<file path="config.mk">
export PLATFORM = sky130hd
export DESIGN_NAME = mult8_sequencer_flat
export DESIGN_NICKNAME = d
export VERILOG_FILES = /design/src/rtl/mult8_if.sv /design/src/rtl/mult8_sequencer.sv /design/src/flat_wrapper.sv
export SDC_FILE = /design/constraint.sdc
export NUM_CORES = 1
export LEC_CHECK = 0
export ABC_AREA = 1
export BUFFER_PORTS_ARGS = -buffer_cell sky130_fd_sc_hd__buf_2
export CORE_ASPECT_RATIO = 0.75
export CORE_UTILIZATION = 25
export DETAILED_ROUTE_END_ITERATION = 7
export MAX_ROUTING_LAYER = met4
export PLACE_DENSITY = 0.48
export SYNTH_ARGS = -nofsm -noshare
export SYNTH_HDL_FRONTEND = slang
export SYNTH_SLANG_ARGS = --single-unit
</file>
<file path="constraint.sdc">
create_clock -name clk -period 3.32 [get_ports clk]
set_input_delay 0.166 -clock clk [delete_from_list [all_inputs] [get_ports clk]]
set_output_delay 0.166 -clock clk [all_outputs]
set_load 0.01 [all_outputs]
</file>
<file path="src/rtl/mult8_if.sv">
// Request/result bus of the 8x8 sequential multiplier.
// The control side is the master and the sequencer is the slave.
interface mult8_if;
  logic        start;
  logic [7:0]  a;
  logic [7:0]  b;
  logic        busy;
  logic        done;
  logic [15:0] product;

  modport master (output start, a, b, input busy, done, product);
  modport slave  (input start, a, b, output busy, done, product);
endinterface

</file>
<file path="src/rtl/mult8_sequencer.sv">
// Unsigned 8x8 -> 16 multiply built from four passes through one external 4x4 multiplier.
// Each pass selects a nibble pair, waits MUL_LATENCY cycles, then shift-accumulates mul_p.
module mult8_sequencer #(
  parameter int MUL_LATENCY = 0
) (
  input  logic        clk,
  input  logic        rst,
  mult8_if.slave      bus,
  output logic [3:0]  mul_a,
  output logic [3:0]  mul_b,
  input  logic [7:0]  mul_p
);

  localparam logic [1:0] LAT = 2'(MUL_LATENCY);

  typedef enum logic [1:0] {IDLE, STEP, DONE} state_t;

  state_t      state, state_next;
  logic [7:0]  ra, rb;
  logic [15:0] acc;
  logic [15:0] term;
  logic [15:0] acc_sum;
  logic [1:0]  step;
  logic [1:0]  wait_cnt;
  logic        accept;
  logic        step_fire;
  logic        last_step;

  // A new operation is accepted from IDLE and, back-to-back, from DONE.
  assign accept    = (state != STEP) && bus.start;
  assign step_fire = (state == STEP) && (wait_cnt == LAT);
  assign last_step = (step == 2'd3);
  assign acc_sum   = acc + term;

  always_comb begin
    // NOTE: every combinational output gets a default first so no latch is inferred.
    term = '0;
    case (step)
      2'd0:    term = {8'b0, mul_p};
      2'd1,
      2'd2:    term = {4'b0, mul_p, 4'b0};
      default: term = {mul_p, 8'b0};
    endcase
  end

  always_ff @(posedge clk) begin
    // NOTE: state is updated with non-blocking assignments so every flop samples pre-edge values.
    if (rst) state <= IDLE;
    else     state <= state_next;
  end

  always_comb begin
    state_next = state;
    case (state)
      IDLE:    if (bus.start) state_next = STEP;
      STEP:    if (step_fire && last_step) state_next = DONE;
      DONE:    state_next = bus.start ? STEP : IDLE;
      default: state_next = IDLE;
    endcase
  end

  always_comb begin
    bus.busy = 1'b0;
    bus.done = 1'b0;
    mul_a    = '0;
    mul_b    = '0;
    case (state)
      STEP: begin
        bus.busy = 1'b1;
        mul_a    = step[1] ? ra[7:4] : ra[3:0];
        mul_b    = step[0] ? rb[7:4] : rb[3:0];
      end
      DONE:    bus.done = 1'b1;
      default: ;
    endcase
  end

  always_ff @(posedge clk) begin
    if (rst) begin
      ra          <= '0;
      rb          <= '0;
      acc         <= '0;
      step        <= '0;
      wait_cnt    <= '0;
      bus.product <= '0;
    end else if (accept) begin
      ra       <= bus.a;
      rb       <= bus.b;
      acc      <= '0;
      step     <= '0;
      wait_cnt <= '0;
    end else if (state == STEP) begin
      if (step_fire) begin
        acc      <= acc_sum;
        wait_cnt <= '0;
        // The final sum goes straight to product; step stays at 3 until the next accept.
        if (last_step) bus.product <= acc_sum;
        else           step        <= step + 2'd1;
      end else begin
        wait_cnt <= wait_cnt + 2'd1;
      end
    end
  end

endmodule

</file>
<file path="src/flat_wrapper.sv">
// flat-port wrapper written by rule: the top's interface ports become plain ports
module mult8_sequencer_flat 
#(
  parameter int MUL_LATENCY = 0
)
  (clk, rst, mul_a, mul_b, mul_p, bus_start, bus_a, bus_b, bus_busy, bus_done, bus_product);
  mult8_if bus_i ();
  input  logic clk;
  input  logic rst;
  output logic [3:0] mul_a;
  output logic [3:0] mul_b;
  input  logic [7:0] mul_p;
  input wire logic [$bits(bus_i.start)-1:0] bus_start;
  input wire logic [$bits(bus_i.a)-1:0] bus_a;
  input wire logic [$bits(bus_i.b)-1:0] bus_b;
  output wire logic [$bits(bus_i.busy)-1:0] bus_busy;
  output wire logic [$bits(bus_i.done)-1:0] bus_done;
  output wire logic [$bits(bus_i.product)-1:0] bus_product;
  assign bus_i.start = bus_start;
  assign bus_i.a = bus_a;
  assign bus_i.b = bus_b;
  assign bus_busy = bus_i.busy;
  assign bus_done = bus_i.done;
  assign bus_product = bus_i.product;
  mult8_sequencer #(.MUL_LATENCY(MUL_LATENCY)) u_core (.clk(clk), .rst(rst), .bus(bus_i), .mul_a(mul_a), .mul_b(mul_b), .mul_p(mul_p));
endmodule
</file>
======== Word-level counts from Yosys, hierarchy flattened ========
Cells that the tools add are included.
storage, ports and cells
  output and inout port bits .............. 26
  input port bits ......................... 27
  bits in registers ....................... 54
  word-level logic and storage cells ...... 44
operators by class
  reductions and logical operators ........ 12
  bitwise operators ....................... 2
  equal/unequal tests ..................... 8
  mux-type cells .......................... 12
  add/subtract/negate cells ............... 3
operators with widths
  kind                 count
  $pmux 16 s2          1
  $add 16x16->16       1
  $mux 4               4
  $eq 2x2->1 const B   3
  $logic_not 2->1      3
  $mux 2               3
  $pmux 2 s3           1
  $add 2x1->2 const B  2
  $eq 2x1->1 const B   2
  $ne 2x1->1 const B   2
  $reduce_and 2->1     2
  $reduce_and 4->1     1
  $reduce_or 2->1      2
  $logic_and 1x1->1    3
  $mux 1               3
  $reduce_and 3->1     1
  $ne 2x2->1 const B   1
  $not 1->1            2

======== Logic depth before layout (Yosys ltp) ========
  depth in word-level cells ............... 5
  mapped depth ............................ 16
  gate-level depth less buffers ........... 16

======== Worst setup path before layout ========
No wires, ideal clock.
  path type ............................... reg-to-reg
  start ................................... reg u_core.step[0]
  end ..................................... reg u_core.acc[8]
  required time ........................... 3.211 ns
  library setup time ...................... 0.109 ns
  period minus slack after synthesis ...... 2.520 ns
  path buffers ............................ 0
  arrival time ............................ 2.411 ns
  slack ................................... 0.800 ns
  stages on the path, launching flop included .. 16
  cells stage by stage .................... dfxtp_1 ha_1 clkinv_1 nand2_1 nor2_1 ha_1 fa_1 nand2_1 nand2_1 and2_1 nand2_1 nand2_1 xnor2_1 nand2_1 nand2_1 inv_1
on the way
  longest elaborated chain between the ends .. 4
  elaborated cells on any way between the ends .. 6
  classes of those cells .................. add/sub: 1; eq/ne: 2; mux: 1; reduce/logical: 2
ends and longest elaborated chain
  element                                   line                   text
  from (decl)                               mult8_sequencer.sv:23  logic [1:0] step;
  from (signal assigned)                    mult8_sequencer.sv:98  else step <= step + 2'd1;
  $eq 2x1->1 or $eq 2x2->1 (tied branches)  mult8_sequencer.sv:38  case (step)
  $reduce_or 2->1                           mult8_sequencer.sv:38
  $pmux 16 s2 *                             mult8_sequencer.sv:38
  $add 16x16->16 *                          mult8_sequencer.sv:33  assign acc_sum = acc + term;
  to (signal assigned)                      mult8_sequencer.sv:94  acc <= acc_sum;
  to (decl)                                 mult8_sequencer.sv:20  logic [15:0] acc;
Every way passes the cells marked *; elsewhere a longest branch is shown, timed or not.
A chain may end at the register's enable or synchronous reset.

======== Worst setup path in the final report ========
  start ................................... reg u_core.step[0]
  end ..................................... reg u_core.bus.product[8]
on the way
  longest elaborated chain between the ends .. 4
  elaborated cells on any way between the ends .. 8
  classes of those cells .................. add/sub: 1; eq/ne: 3; mux: 1; reduce/logical: 3
ends and longest elaborated chain
  element                                   line                   text
  $eq 2x1->1 or $eq 2x2->1 (tied branches)  mult8_sequencer.sv:38
  $reduce_or 2->1                           mult8_sequencer.sv:38
  $pmux 16 s2                               mult8_sequencer.sv:38
  $add 16x16->16                            mult8_sequencer.sv:33
  to (signal assigned)                      mult8_sequencer.sv:97  if (last_step) bus.product <= acc_sum;
  to (decl)                                 mult8_if.sv:12         modport slave (input start, a, b, output busy, done, product);
Parallel ways exist; a longest one is shown, timed or not.

==> results.md <==
Run:
- The total of max-cap violations is 0.

Cells and area:
- For this run, the post-layout net count is 593.
- Fill cells in the final layout number 1393.
- The final design area excluding fillers is 3830 sq um.
- The share of layout cells above drive strength 1 is 13.3%.
- Leaving out fill and tap cells, the most frequent cell in the layout is nand2_1.
- The final core utilization is a little under a third.
- The repair_antennas step left the layout with diodes totalling 0.
- The area growth from synthesis to layout is 17.6%.
- In the layout the commonest cells are nand2_1 (140), inv_1 (86), dfxtp_1 (54), buf_2 (52), nor2_1 (47).
- For this run, the number of standard cells in the final layout without fillers is about 700.

Clock tree:
- The number of resized instances in the post-cts repair step is 0.
- The H-tree was split into 2 levels.
- Clock latency on the worst-skew pair, taken at its later pin, is between 200 and 300 ps.
- TritonCTS built the clock tree.
- Clock tree synthesis found a total of 54 sinks.
- The post-CTS repair timing setup buffer count is 0.
- Clock tree synthesis selected as its root buffer the cell clkbuf_16.
- No sink is reached through more buffers than the 2 on the longest clock path.
- The clock-pin slew on the worst setup and hold paths is roughly 70 ps.
- For this design, the CTS-stage hold fixing added 0 buffers.
- Clock tree synthesis inserted a total of 5 buffers.

Setup path:
- The type of the worst setup path is reg -> reg.
- The worst setup path is captured at a register.
- The launching element of the worst setup path is u_core.step[0].
- The maximum fanout along the worst path is 10.
- The critical path startpoint category is a register.
- The largest incremental delay on the critical path is around 450 ps.
- For the worst setup path, the data required time is approximately 3500 ps.
- For the worst setup path, the data arrival time is 3180 ps.
- Traced cell by cell, the critical path runs through ha_1 -> clkinv_1 -> nand2_1 -> nor2_1 -> ha_1 -> fa_1 -> nand2_1 -> nand2_1 -> and2_1 -> nand2_1 -> nand2_1 -> xnor2_1 -> nand2_1 -> nand2_1 -> inv_1.
- The critical register-to-register path startpoint is u_core.step[0].
- The most numerous cell type found on the critical path is nand2_1.
- On the critical path, the stage with the largest delay is an instance of dfxtp_1.

Yosys:
- The cell area after synthesis is 3260 sq um.
- The post-synth net total is 544.
- The synthesized design contains 54 register bits.
- The proportion of synthesized chip area in sequential cells is roughly a third.
- The mean post-synth cell area is between 6 and 7 sq um.
- Measured against the total synthesized area, the mux share comes to 0%.
- The total of warnings raised by yosys is 0.
- Of the total synthesized cell area, the portion taken by XOR and XNOR cells is about 1.3%.
- The synthesized netlist devotes just over 30% of its cell area to simple gates.
- The adder-cell share of the synthesized area is under 10%.
- After technology mapping, the gate count stands at around 500.
- After synthesis, the largest family of logic cells by area is simple AND/OR/NAND/NOR gates.
- The number of distinct library cells after synthesis is 33.
- The synthesized netlist devotes 13.9% of its cell area to compound gates.

Status:
- The flow ran to the end, and the final reports show no timing, DRC or antenna violations.

Global routing:
- The via count of the first global-routing pass is just under 3000.
- The maximum number of pins on one net before global-route repair is 32.
- Global routing finished with a remaining overflow of 0.
- The first-pass GRT wire length is ~15000 um.
- For this run, the total global-route usage over all layers was measured as between 10% and 20%.
- The initial antenna violation count is 0.

STA:
- After layout, the minimum clock period comes to about 3000 ps.
- After layout, the worst path uses 90.0% of the clock period.
- The number of slew-limit violations in the final report is 0.
- The number of failing hold endpoints at the final stage came to 0.
- The worst max-slew margin expressed relative to the limit is 66.0%.
- The setup-violating endpoint count in the final report is 0.
- For the final routed database, the setup TNS stands at 0 ps.
- At the pin with the least slew margin, the transition time is 510 ps.
- Setup repair after global routing left no endpoint under its margin.
- The largest clock skew in the final design is around 4.9 ps.
- The top achievable clock speed is 335 MHz.

Die:
- The height of the die is between 100 and 150 um.
- The standard cell core area is about 12000 sq um.
- During I/O placement, the number of pins put on the boundary was 53.
- The area of the die is 13500 sq um.
- The initial core utilization is a little over a quarter.
- The floorplan die width is 134 um.
- Row generation in the floorplan step produced 35 rows.

Power:
- The reported leakage power is around 2.1 nW.
- The overall power is ~0.0016 W.
- VDD sags by at most 0.286 mV.
- The total power per unit cell area is ~420 nW/um^2.

Detailed routing:
- Summed over all layers, the routed wires come to ~9000 um.
- The first detailed-routing pass took 7 iterations.
- After detailed routing, the number of remaining DRC violations is 0.
- The via count normalized by instance count is around 4.3.
- The overall via count from detail_route is 3044.
- After detailed routing, the average wire length per cell comes to approximately 13 um.
- The count of nets left with antenna violations once routing finished came out at 0.
- The DRC marker count from the first detailed-route iteration is 160.

Min path:
- The min-delay analysis places its worst path in the category in -> reg.
- In this run the most critical hold path is launched from rst.

Place:
- The number of input and output port buffers inserted is 52.
- The number of placed instances with taps included is 706.
- Summing all placed instances gives a cell area of 3660 sq um.
- The weighted congestion at the end of routability-driven global placement is 0.820.
- The estimated wirelength of the detail-placed design is ~7000 um.
==> critical path: cells and delay by family (launching register included) <==
| family | cells | cell delay (ps) |
|---|---|---|
| fa+ha+maj | 3 | 950 |
| xor+xnor | 1 | 190 |
| simple gates | 9 | 990 |
| flops | 1 | 450 |
| buf+inv | 2 | 300 |
==> sequential cells by signal (all words and copies together) (netlist names) <==
name / cells
u_core.acc: 16
u_core.bus.product: 16
u_core.ra: 8
u_core.rb: 8
u_core.state: 2
u_core.step: 2
u_core.wait_cnt: 2
==> routing by layer <==
layer / vias up / GRT usage [%] / wire length, um
met2: 51 / 19.5 / 3460
met4: 0 / 3.15 / 135
met5: - / - / 0
li1: 1651 / - / -
met1: 1333 / 21.0 / 5040
met3: 9 / 2.82 / 381
==> cells in the mapped netlist, drive strengths merged <==
master	number	area (sq um)
xor2	3	26.3
clkinv	2	8.75
nand3b	2	15.0
o21bai	1	7.51
fa	1	20.0
nand3	38	190
dfxtp	54	1080
a21oi	23	115
or2	2	12.5
o22ai	6	37.5
clkbuf	4	15.0
nand4	1	6.26
buf	8	61.3
xnor2	2	17.5
o211ai	6	45.0
nor3	3	15.0
and2	1	6.26
nor2	50	205
ha	18	225
o21ai	24	120
inv	89	334
o21a	17	128
nand2	143	563
==> through the flow <==
step | setup slack [ps] | hold slack [ps]
floorplan | 800 | 235
global placement | 532 | 392
detailed placement | 391 | 393
CTS | 360 | 79.0
global route | 63.9 | 90.8
finish | 332 | 80.6
==> power by group <==
part	switching, W	internal (W)
sequential	0.0000203	0.000679
combinational	0.000190	0.000105
clock	0.000250	0.000357
==> kinds of logic after synthesis <==
kind of cell / count (synthesis)
compound gates: 77
xor+xnor: 5
fa+ha+maj: 19
buf+inv: 103
flops: 54
simple gates: 240
==> final cells by class <==
class	instances	area (sq um)	share of cell area, %
Tap cell	166	208	5.42
Sequential cell	54	1080	28.2
Multi-Input combinational cell	341	1760	45.8
Clock inverter	2	37.5	0.980
Inverter	91	343	8.95
Timing Repair Buffer	54	275	7.19
Clock buffer	6	129	3.37
==> worst paths after layout <==
kind                                              end  slack (ps)  cells after the start
worst min-delay path            u_core.bus.product[2]          80                      2
worst max-delay path            u_core.bus.product[8]         330                     15
worst min register to register     u_core.wait_cnt[1]         460                      2
worst max register to register  u_core.bus.product[8]         330                     15
(Power assumes the default switching activity.)
